**src/rtl/vencoder_pkg.sv**
```systemverilog
// Shared types and constants for the K=3 rate-1/2 convolutional frame encoder.
// VENC_PUNCTURE_EN selects rate-2/3 puncturing of the g0 bit on odd symbols.
package vencoder_pkg;

    typedef enum logic [2:0] {
        IDLE,
        CLEAR,
        DATA,
        TAIL,
        DRAIN,
        DONE
    } state_t;

    localparam logic [2:0] G1 = 3'b111;
    localparam logic [2:0] G0 = 3'b101;

    // {odd-index mask, even-index mask}
    localparam logic [3:0] PUNCT_PAT = 4'b10_11;

    function automatic int cnt_width(input int n);
        return (n < 2) ? 1 : $clog2(n);
    endfunction

endpackage

```
**src/rtl/conv_enc_core.sv**
```systemverilog
// Convolutional encoder trellis: K-1 bit history plus generator XOR trees.
// Window is {b, s[0], s[1], ...} so generator MSB taps the incoming bit.
module conv_enc_core
    import vencoder_pkg::*;
#(
    parameter int K = 3
) (
    input  logic       clock,
    input  logic       reset,
    input  logic       clr,
    input  logic       shift_en,
    input  logic       b,
    output logic [1:0] sym
);

    localparam logic [K-1:0] GA = K'(G1);
    localparam logic [K-1:0] GB = K'(G0);

    logic [K-2:0] s;
    logic [K-1:0] win;

    always_comb begin
        win = '0;
        win[K-1] = b;
        for (int i = 0; i < K-1; i++) begin
            win[K-2-i] = s[i];
        end
    end

    assign sym = {^(win & GA), ^(win & GB)};

    always_ff @(posedge clock or negedge reset) begin
        if (!reset) begin
            s <= '0;
        end else if (clr) begin
            s <= '0;
        end else if (shift_en) begin
            s <= {s[K-3:0], b};
        end
    end

endmodule

```
**src/rtl/vencoder_frame_ctrl.sv**
```systemverilog
// Frame sequencer for the convolutional encoder: clear, paced payload, tail flush.
// Define VENC_PUNCTURE_EN to emit rate-2/3 puncturing masks on sym_mask.
module vencoder_frame_ctrl
    import vencoder_pkg::*;
#(
    parameter int FRAME_BITS     = 16,
    parameter int CONSTRAINT_LEN = 3,
    parameter int DIV            = 2
) (
    input  logic       clock,
    input  logic       reset,
    input  logic       start,
    input  logic       in_valid,
    input  logic       in_bit,
    output logic       in_ready,
    output logic       sym_valid,
    output logic [1:0] sym,
    output logic [1:0] sym_mask,
    output logic       sym_first,
    output logic       sym_last,
    input  logic       sym_ready,
    output logic       busy,
    output logic       frame_done
);

    localparam int NSYM = FRAME_BITS + CONSTRAINT_LEN - 1;
    localparam int CW = cnt_width(FRAME_BITS + CONSTRAINT_LEN);
    localparam int DW = cnt_width(DIV);
    localparam logic [CW-1:0] LAST_BIT = CW'(FRAME_BITS - 1);
    localparam logic [CW-1:0] LAST_SYM = CW'(NSYM - 1);
    localparam logic [DW-1:0] DIV_TOP = DW'(DIV - 1);

    state_t state, state_nx;

    logic [DW-1:0] div_q;
    logic [CW-1:0] cnt_q;
    logic          stall;
    logic          slot;
    logic          tick;
    logic          accept;
    logic          load;
    logic          clr;
    logic          enc_b;
    logic [1:0]    enc_sym;

    // Pacing freezes whenever the output register is held by backpressure
    assign stall = sym_valid && !sym_ready;
    assign slot  = (div_q == DIV_TOP) && !stall;

    always_ff @(posedge clock or negedge reset) begin
        if (!reset) begin
            state <= IDLE;
        end else begin
            state <= state_nx;
        end
    end

    always_comb begin
        state_nx = state;
        unique case (state)
            IDLE:    if (start) state_nx = CLEAR;
            CLEAR:   state_nx = DATA;
            DATA:    if (accept && cnt_q == LAST_BIT) state_nx = TAIL;
            TAIL:    if (load && cnt_q == LAST_SYM) state_nx = DRAIN;
            DRAIN:   if (sym_valid && sym_ready && sym_last) state_nx = DONE;
            DONE:    state_nx = IDLE;
            default: state_nx = IDLE;
        endcase
    end

    always_comb begin
        tick       = 1'b0;
        in_ready   = 1'b0;
        accept     = 1'b0;
        load       = 1'b0;
        clr        = 1'b0;
        enc_b      = 1'b0;
        busy       = (state != IDLE);
        frame_done = (state == DONE);
        unique case (1'b1)
            (state == CLEAR): begin
                clr = 1'b1;
            end
            (state == DATA): begin
                tick     = slot;
                in_ready = slot;
                accept   = slot && in_valid;
                load     = slot && in_valid;
                enc_b    = in_bit;
            end
            (state == TAIL): begin
                tick = slot;
                load = slot;
            end
            default: ;
        endcase
    end

    always_ff @(posedge clock or negedge reset) begin
        if (!reset) begin
            div_q <= '0;
            cnt_q <= '0;
        end else if (clr) begin
            div_q <= '0;
            cnt_q <= '0;
        end else if ((state == DATA || state == TAIL) && !stall) begin
            div_q <= tick ? '0 : div_q + DW'(1);
            if (load) begin
                cnt_q <= cnt_q + CW'(1);
            end
        end
    end

    conv_enc_core #(
        .K(CONSTRAINT_LEN)
    ) u_core (
        .clock   (clock),
        .reset   (reset),
        .clr     (clr),
        .shift_en(load),
        .b       (enc_b),
        .sym     (enc_sym)
    );

    always_ff @(posedge clock or negedge reset) begin
        if (!reset) begin
            sym_valid <= 1'b0;
            sym       <= '0;
            sym_first <= 1'b0;
            sym_last  <= 1'b0;
        end else if (load) begin
            sym_valid <= 1'b1;
            sym       <= enc_sym;
            sym_first <= (cnt_q == '0);
            sym_last  <= (cnt_q == LAST_SYM);
        end else if (sym_ready) begin
            sym_valid <= 1'b0;
            sym_first <= 1'b0;
            sym_last  <= 1'b0;
        end
    end

`ifdef VENC_PUNCTURE_EN
    logic odd_q;

    always_ff @(posedge clock or negedge reset) begin
        if (!reset) begin
            odd_q    <= 1'b0;
            sym_mask <= 2'b11;
        end else if (clr) begin
            odd_q <= 1'b0;
        end else if (load) begin
            sym_mask <= odd_q ? PUNCT_PAT[3:2] : PUNCT_PAT[1:0];
            odd_q    <= !odd_q;
        end
    end
`else
    assign sym_mask = PUNCT_PAT[1:0];
`endif

endmodule

```
**config.mk**
```make
export PLATFORM = sky130hd
export DESIGN_NAME = vencoder_frame_ctrl
export DESIGN_NICKNAME = d
export VERILOG_FILES = /design/src/rtl/vencoder_pkg.sv /design/src/rtl/conv_enc_core.sv /design/src/rtl/vencoder_frame_ctrl.sv
export SDC_FILE = /design/constraint.sdc
export NUM_CORES = 1
export LEC_CHECK = 0
export ABC_AREA = 1
export ABC_CLOCK_PERIOD_IN_PS = 4300
export CAP_MARGIN = 20
export CORE_AREA = 2 2 51 53
export CTS_CLUSTER_DIAMETER = 80
export DETAILED_ROUTE_END_ITERATION = 7
export DIE_AREA = 0 0 53 55
export GPL_ROUTABILITY_DRIVEN = 1
export SYNTH_ARGS = -nofsm -noshare
export SYNTH_HDL_FRONTEND = slang
export SYNTH_SLANG_ARGS = --single-unit
```
**constraint.sdc**
```tcl
create_clock -name clock -period 4.3 [get_ports clock]
set_input_delay 1.29 -clock clock [delete_from_list [all_inputs] [get_ports clock]]
set_output_delay 1.29 -clock clock [all_outputs]
set_load 0.005 [all_outputs]
```
* Word-level counts from Yosys, hierarchy flattened
Index checks and enable logic that the tools add are counted.
Word-level totals: register bits after elaboration 16, bits in latches 0, memory bits (writable) 0, ROM bits 0, bits of input ports 6, output and inout port bits 10, word-level logic and storage cells 66, memories 0
Cells by class: add/sub/neg operators 2, multiply operators 0, divide/modulo/power cells 0, $lt $le $gt $ge 0, eq/ne operators 11, shifts and indexed selects 0, mux-type cells 23, bitwise operators 0, reduce and logical (&&, ||, !) cells 22
Operators by type and width (count):
- 5-bit two-way mux | 3
- 3-bit one-hot mux with 5 select lines | 1
- 1-bit two-way mux | 12
- 3-bit two-way mux | 4
- 1-bit logical AND | 8
- 2-bit inequality test, second input constant | 4
- 3-bit by 2-bit == test with 1-bit output, second input constant | 2
- 3-bit == test, second input constant | 2
- 2-bit nonzero test | 3
- 3-bit parity | 2
- 5-bit by 1-bit adder with 5-bit output, second input constant | 1
- 5-bit by 4-bit == test with 1-bit output, second input constant | 1
- 5-bit == test, second input constant | 1
- 5-bit logical NOT | 1
- 2-bit two-way mux | 2
- 4-bit AND reduction | 1
- 3-bit by 1-bit == test with 1-bit output, second input constant | 1
- 3-bit logical NOT | 1
- 3-bit nonzero test | 1
- 1-bit logical NOT | 2
- 1-bit one-hot mux with 2 select lines | 1
- 2-bit AND reduction | 1
- 2-bit OR reduction | 1
- 1-bit adder, second input constant | 1
- 1-bit logical OR | 1

* Depth between registers and ports, before layout
word-level depth 9, gate-level depth with buffers 11, gate-level depth less buffers 11

* By module
A second synthesis with hierarchy kept.
Second synthesis, totals: cells, all modules 127, area total of the unflattened synthesis 944.7 sq um
By module, submodules not included:
- vencoder_frame_ctrl | times used 1, cells each 107, area each 819.5 sq um, seq. area each 350.3 sq um
- conv_enc_core | times used 1, cells each 20, area each 125.1 sq um, seq. area each 50.0 sq um

* Worst setup path after synthesis
No wires, ideal clock.
kind input-to-output, start input sym_ready, end output in_ready, arrival 1.661 ns, data required time 3.010 ns, slack 1.349 ns, stages on the path 4, buffers on the path 0, cells stage by stage inv_2 -> nand2_1 -> inv_1 -> nor3_1
On the way: longest elaborated chain between the ends 5
RTL lines:
- start, declared | line vencoder_frame_ctrl.sv:21 | input logic sym_ready,
- 1-bit logical NOT | line vencoder_frame_ctrl.sv:47 | assign stall = sym_valid && !sym_ready;
- 1-bit logical AND | line vencoder_frame_ctrl.sv:47
- 1-bit logical NOT | line vencoder_frame_ctrl.sv:48 | assign slot = (div_q == DIV_TOP) && !stall;
- 1-bit logical AND | line vencoder_frame_ctrl.sv:48
- 1-bit two-way mux | line vencoder_frame_ctrl.sv:80 | unique case (1'b1)
- end, declared | line vencoder_frame_ctrl.sv:15 | output logic in_ready,
No other way between the ends.

* Final worst setup path
Ends and elaborated chain as after synthesis.

==> run summary <==
The worst setup path is launched from a primary input. The worst hold path belongs to the class register to register. For the worst setup skew after layout, the log shows 6.18 ps.

Beginning of the worst register-to-register path: cnt_q[0]$_DFFE_PN0P_. The root buffer cell chosen for the clock tree is sky130_fd_sc_hd__clkbuf_4. For the DRC violation count after routing, the log shows 0.

The part of the Yosys area used for sequential elements is 0.441. The post-route clock period utilization came out at 0.928. The post-synthesis instance area is 908 um^2. The tools report the timing endpoint of the critical path as in_ready. The proportion of layout cells with a drive suffix above 1 is 0.133, and the width of the chip is 53 um. Detailed-route vias per instance: 4.85. Setup repair after global routing left no endpoint under its margin. The logs give 0 for the number of antenna cells inserted and 0 for the post-cts resize count. The run gives 0 as the max-cap violation count. The tools report the capturing point of the worst reg2reg path as state[1]$_DFFE_PN0P_.

Once the clock tree was built, the setup fixing pass inserted 0 buffers. The top cell types in the final layout, fill and taps aside, are sky130_fd_sc_hd__nand2_1, sky130_fd_sc_hd__dfrtp_1, sky130_fd_sc_hd__clkdlybuf4s50_1, sky130_fd_sc_hd__inv_1, sky130_fd_sc_hd__nand3_1. The setup TNS was 0 ps; the required time reported for the critical path endpoint was 3010 ps.

The wire length of the first global-routing pass was 3.08 mm; the routed wirelength normalized by instance count was 11.3 um. Final setup violation count: 0. Summing all flip-flop and latch instances after layout gives 400 um^2. The tools report the number of routed nets with antenna violations as 0. The tools report the sort of element at the end of the critical path as an output port. The later pin in the worst-skew pair is clocked with a latency of 290 ps. The total area inside the core boundary comes to 2360 um^2. The residual overflow from global routing came out at 0.

The top fanout value on the critical path was 4; the number of placement rows was 18. For this run, the top clock speed supported by timing is 251 MHz. The path depth of the worst reg2reg path works out to 11. The switching share of total power works out to 0.412. Averaged over all synthesized cells, the footprint is 8.11 um^2.

The HPWL after detailed placement is 1.39 mm. The clock share of power came out at 0.156. The analysis attributes to cell leakage a power of 0.515 nW. The most critical setup path has its startpoint at sym_ready. The logs give 0.384 for the starting density of the core and 0 for the final-report max-slew violation count.

The die is 55 um tall. The cell count after synthesis came out at 112. Input and output buffers added on the ports amount to 13. The tools report the number of fill cells as 241.

The most frequent standard cell in the layout excluding fill and tap cells is sky130_fd_sc_hd__nand2_1. The logs give 747 for the number of global-route vias before repair and 0 for the total of warnings raised by yosys. The number of placed instances, taps included, is 154. Across the VDD grid, the largest voltage drop is 0.284 mV. The maximum buffer depth of the clock tree came out at 2.

The logs give 17 for the maximum number of pins on one net before global-route repair and 26 for the number of distinct library cells after synthesis. For the number of levels the H-tree was split into, the log shows 1. The critical path is of the primary input to output port type.

The die covers 2920 um^2. Hold repair after CTS inserted 0 buffers. The final route contains 766 vias.

The tools report the power share of the sequential group as 0.377. The total global-route track usage came out at 0.150. The slack of the worst reg-to-reg path came out at 2740 ps.

Summed over all nets, the switching power comes to 0.000264 W. Power spread over the standard cell area amounts to 581 nW/um^2. The routability congestion estimate from global placement was 0.797; the final cell count without fillers was 158.

The relative slew slack is 0.503. The flow ran to the end, and the final reports show no timing, DRC or antenna violations. The run gives 2700 ps as the arrival time of data at the critical path endpoint. The run gives 1.79 mm as the total detailed-routing wirelength.

The internal power of the cells totals 0.000377 W. The tree built by TritonCTS fans out to 16 sinks. For this run, the post-layout net count is 139. The number of violations reported at the end of detailed-routing iteration 0 is 7, and the flip-flop and latch count after synthesis is 16. The final critical-path required period was 3990 ps; the I/O pin count was 16.

The tools report the initial antenna violation count as 0. The run gives 4 as the first-pass iteration count of the detailed router. The area used by multi-input combinational logic is 432 um^2.

The share of power burned in combinational logic is 0.466, and the transition time at the pin with the least slew margin is 744 ps. TritonCTS built the clock tree. Clock-pin slew was measured on the worst setup and hold paths at 100 ps.

In this run, CTS created clock tree buffers numbering 3. The number of hold violations in the final report came out at 0. The signed area change from the synthesized netlist to the final layout works out to 21.5%.
==> kinds of logic after synthesis <==
logic type | after synthesis | synth area share
buffers and inverters | 19 | 0.0881
AO/OA/AOI/OAI | 20 | 0.135
flip-flops | 16 | 0.441
other | 1 | 0.00413
adder cells (fa/ha/maj) | 4 | 0.0551
XOR/XNOR | 3 | 0.0289
AND/OR/NAND/NOR | 49 | 0.248
==> state kept, by name (all words and copies together), names as in the netlist <==
signal     flops
sym_valid      1
cnt_q          5
div_q          1
sym_first      1
sym            2
u_core.s       2
state          3
sym_last       1
==> layer usage <==
layer / wire [um] / GRT usage / part of all wire
met1: 887 / 0.176 / 0.49
met2: 816 / 0.260 / 0.46
met3: 66 / 0.0242 / 0.037
met4: 23 / 0.0855 / 0.013
met5: 0 / 0 / 0
==> worst min path at each step <==
stage	startpoint	to	slack, ps	cells after the start
6_report	cnt_q[3]$_DFFE_PN0P_	cnt_q[3]$_DFFE_PN0P_	500	1
5_1_grt	cnt_q[3]$_DFFE_PN0P_	cnt_q[3]$_DFFE_PN0P_	530	1
4_1_cts	cnt_q[3]$_DFFE_PN0P_	cnt_q[3]$_DFFE_PN0P_	500	1
3_5_place_dp	cnt_q[3]$_DFFE_PN0P_	cnt_q[3]$_DFFE_PN0P_	490	1
3_3_place_gp	cnt_q[3]$_DFFE_PN0P_	cnt_q[3]$_DFFE_PN0P_	470	1
2_1_floorplan	cnt_q[3]$_DFFE_PN0P_	cnt_q[3]$_DFFE_PN0P_	450	1
==> stage by stage <==
stage	area, um^2	util	hold slack, ps	power (W)	setup slack [ps]
floorplan	912	-	447	0.000444	1350
global placement	1070	0.451	472	0.000542	340
detailed placement	1070	0.451	486	0.000546	323
CTS	1100	0.467	505	0.000650	313
global route	1100	0.467	531	0.000705	247
finish	1100	0.467	499	0.000641	308
==> worst max-delay path, cell delays in order <==
cell and delay [ps]:
sky130_fd_sc_hd__clkdlybuf4s50_1 500, sky130_fd_sc_hd__inv_2 60, sky130_fd_sc_hd__nand2_1 110, sky130_fd_sc_hd__inv_1 70
sky130_fd_sc_hd__nor3_1 160, sky130_fd_sc_hd__clkdlybuf4s50_1 520
==> cell type report <==
type | instances | share of cell area
tap | 30 | 0.0340
sequential | 16 | 0.363
multi-input combinational | 78 | 0.391
clock buffer | 4 | 0.0329
inverter | 16 | 0.0544
timing repair buffer | 14 | 0.125
==> synthesized netlist by cell type, drive strengths merged <==
library cell / instances / share of area
or2: 1 / 0.0069
o21ai: 10 / 0.067
nor3: 5 / 0.028
xor2: 1 / 0.0096
conb: 1 / 0.0041
o21bai: 1 / 0.0083
nand4: 2 / 0.014
xnor2: 2 / 0.019
o31ai: 2 / 0.017
nand3: 8 / 0.044
inv: 16 / 0.066
o22ai: 1 / 0.0069
a21oi: 5 / 0.028
nand2: 24 / 0.11
ha: 4 / 0.055
dfrtp: 16 / 0.44
buf: 3 / 0.022
o211ai: 1 / 0.0083
nor2: 9 / 0.048
==> power groups by stage <==
stage / clock network, W / logic [W] / registers (W)
after floorplan: 0 / 0.000207 / 0.000237
after global placement: 0 / 0.000300 / 0.000242
after detailed placement: 0 / 0.000302 / 0.000244
after CTS: 0.000105 / 0.000303 / 0.000242
after global routing: 0.000113 / 0.000342 / 0.000250
final: 0.000100 / 0.000299 / 0.000242
Power figures use the tool's default switching activity.
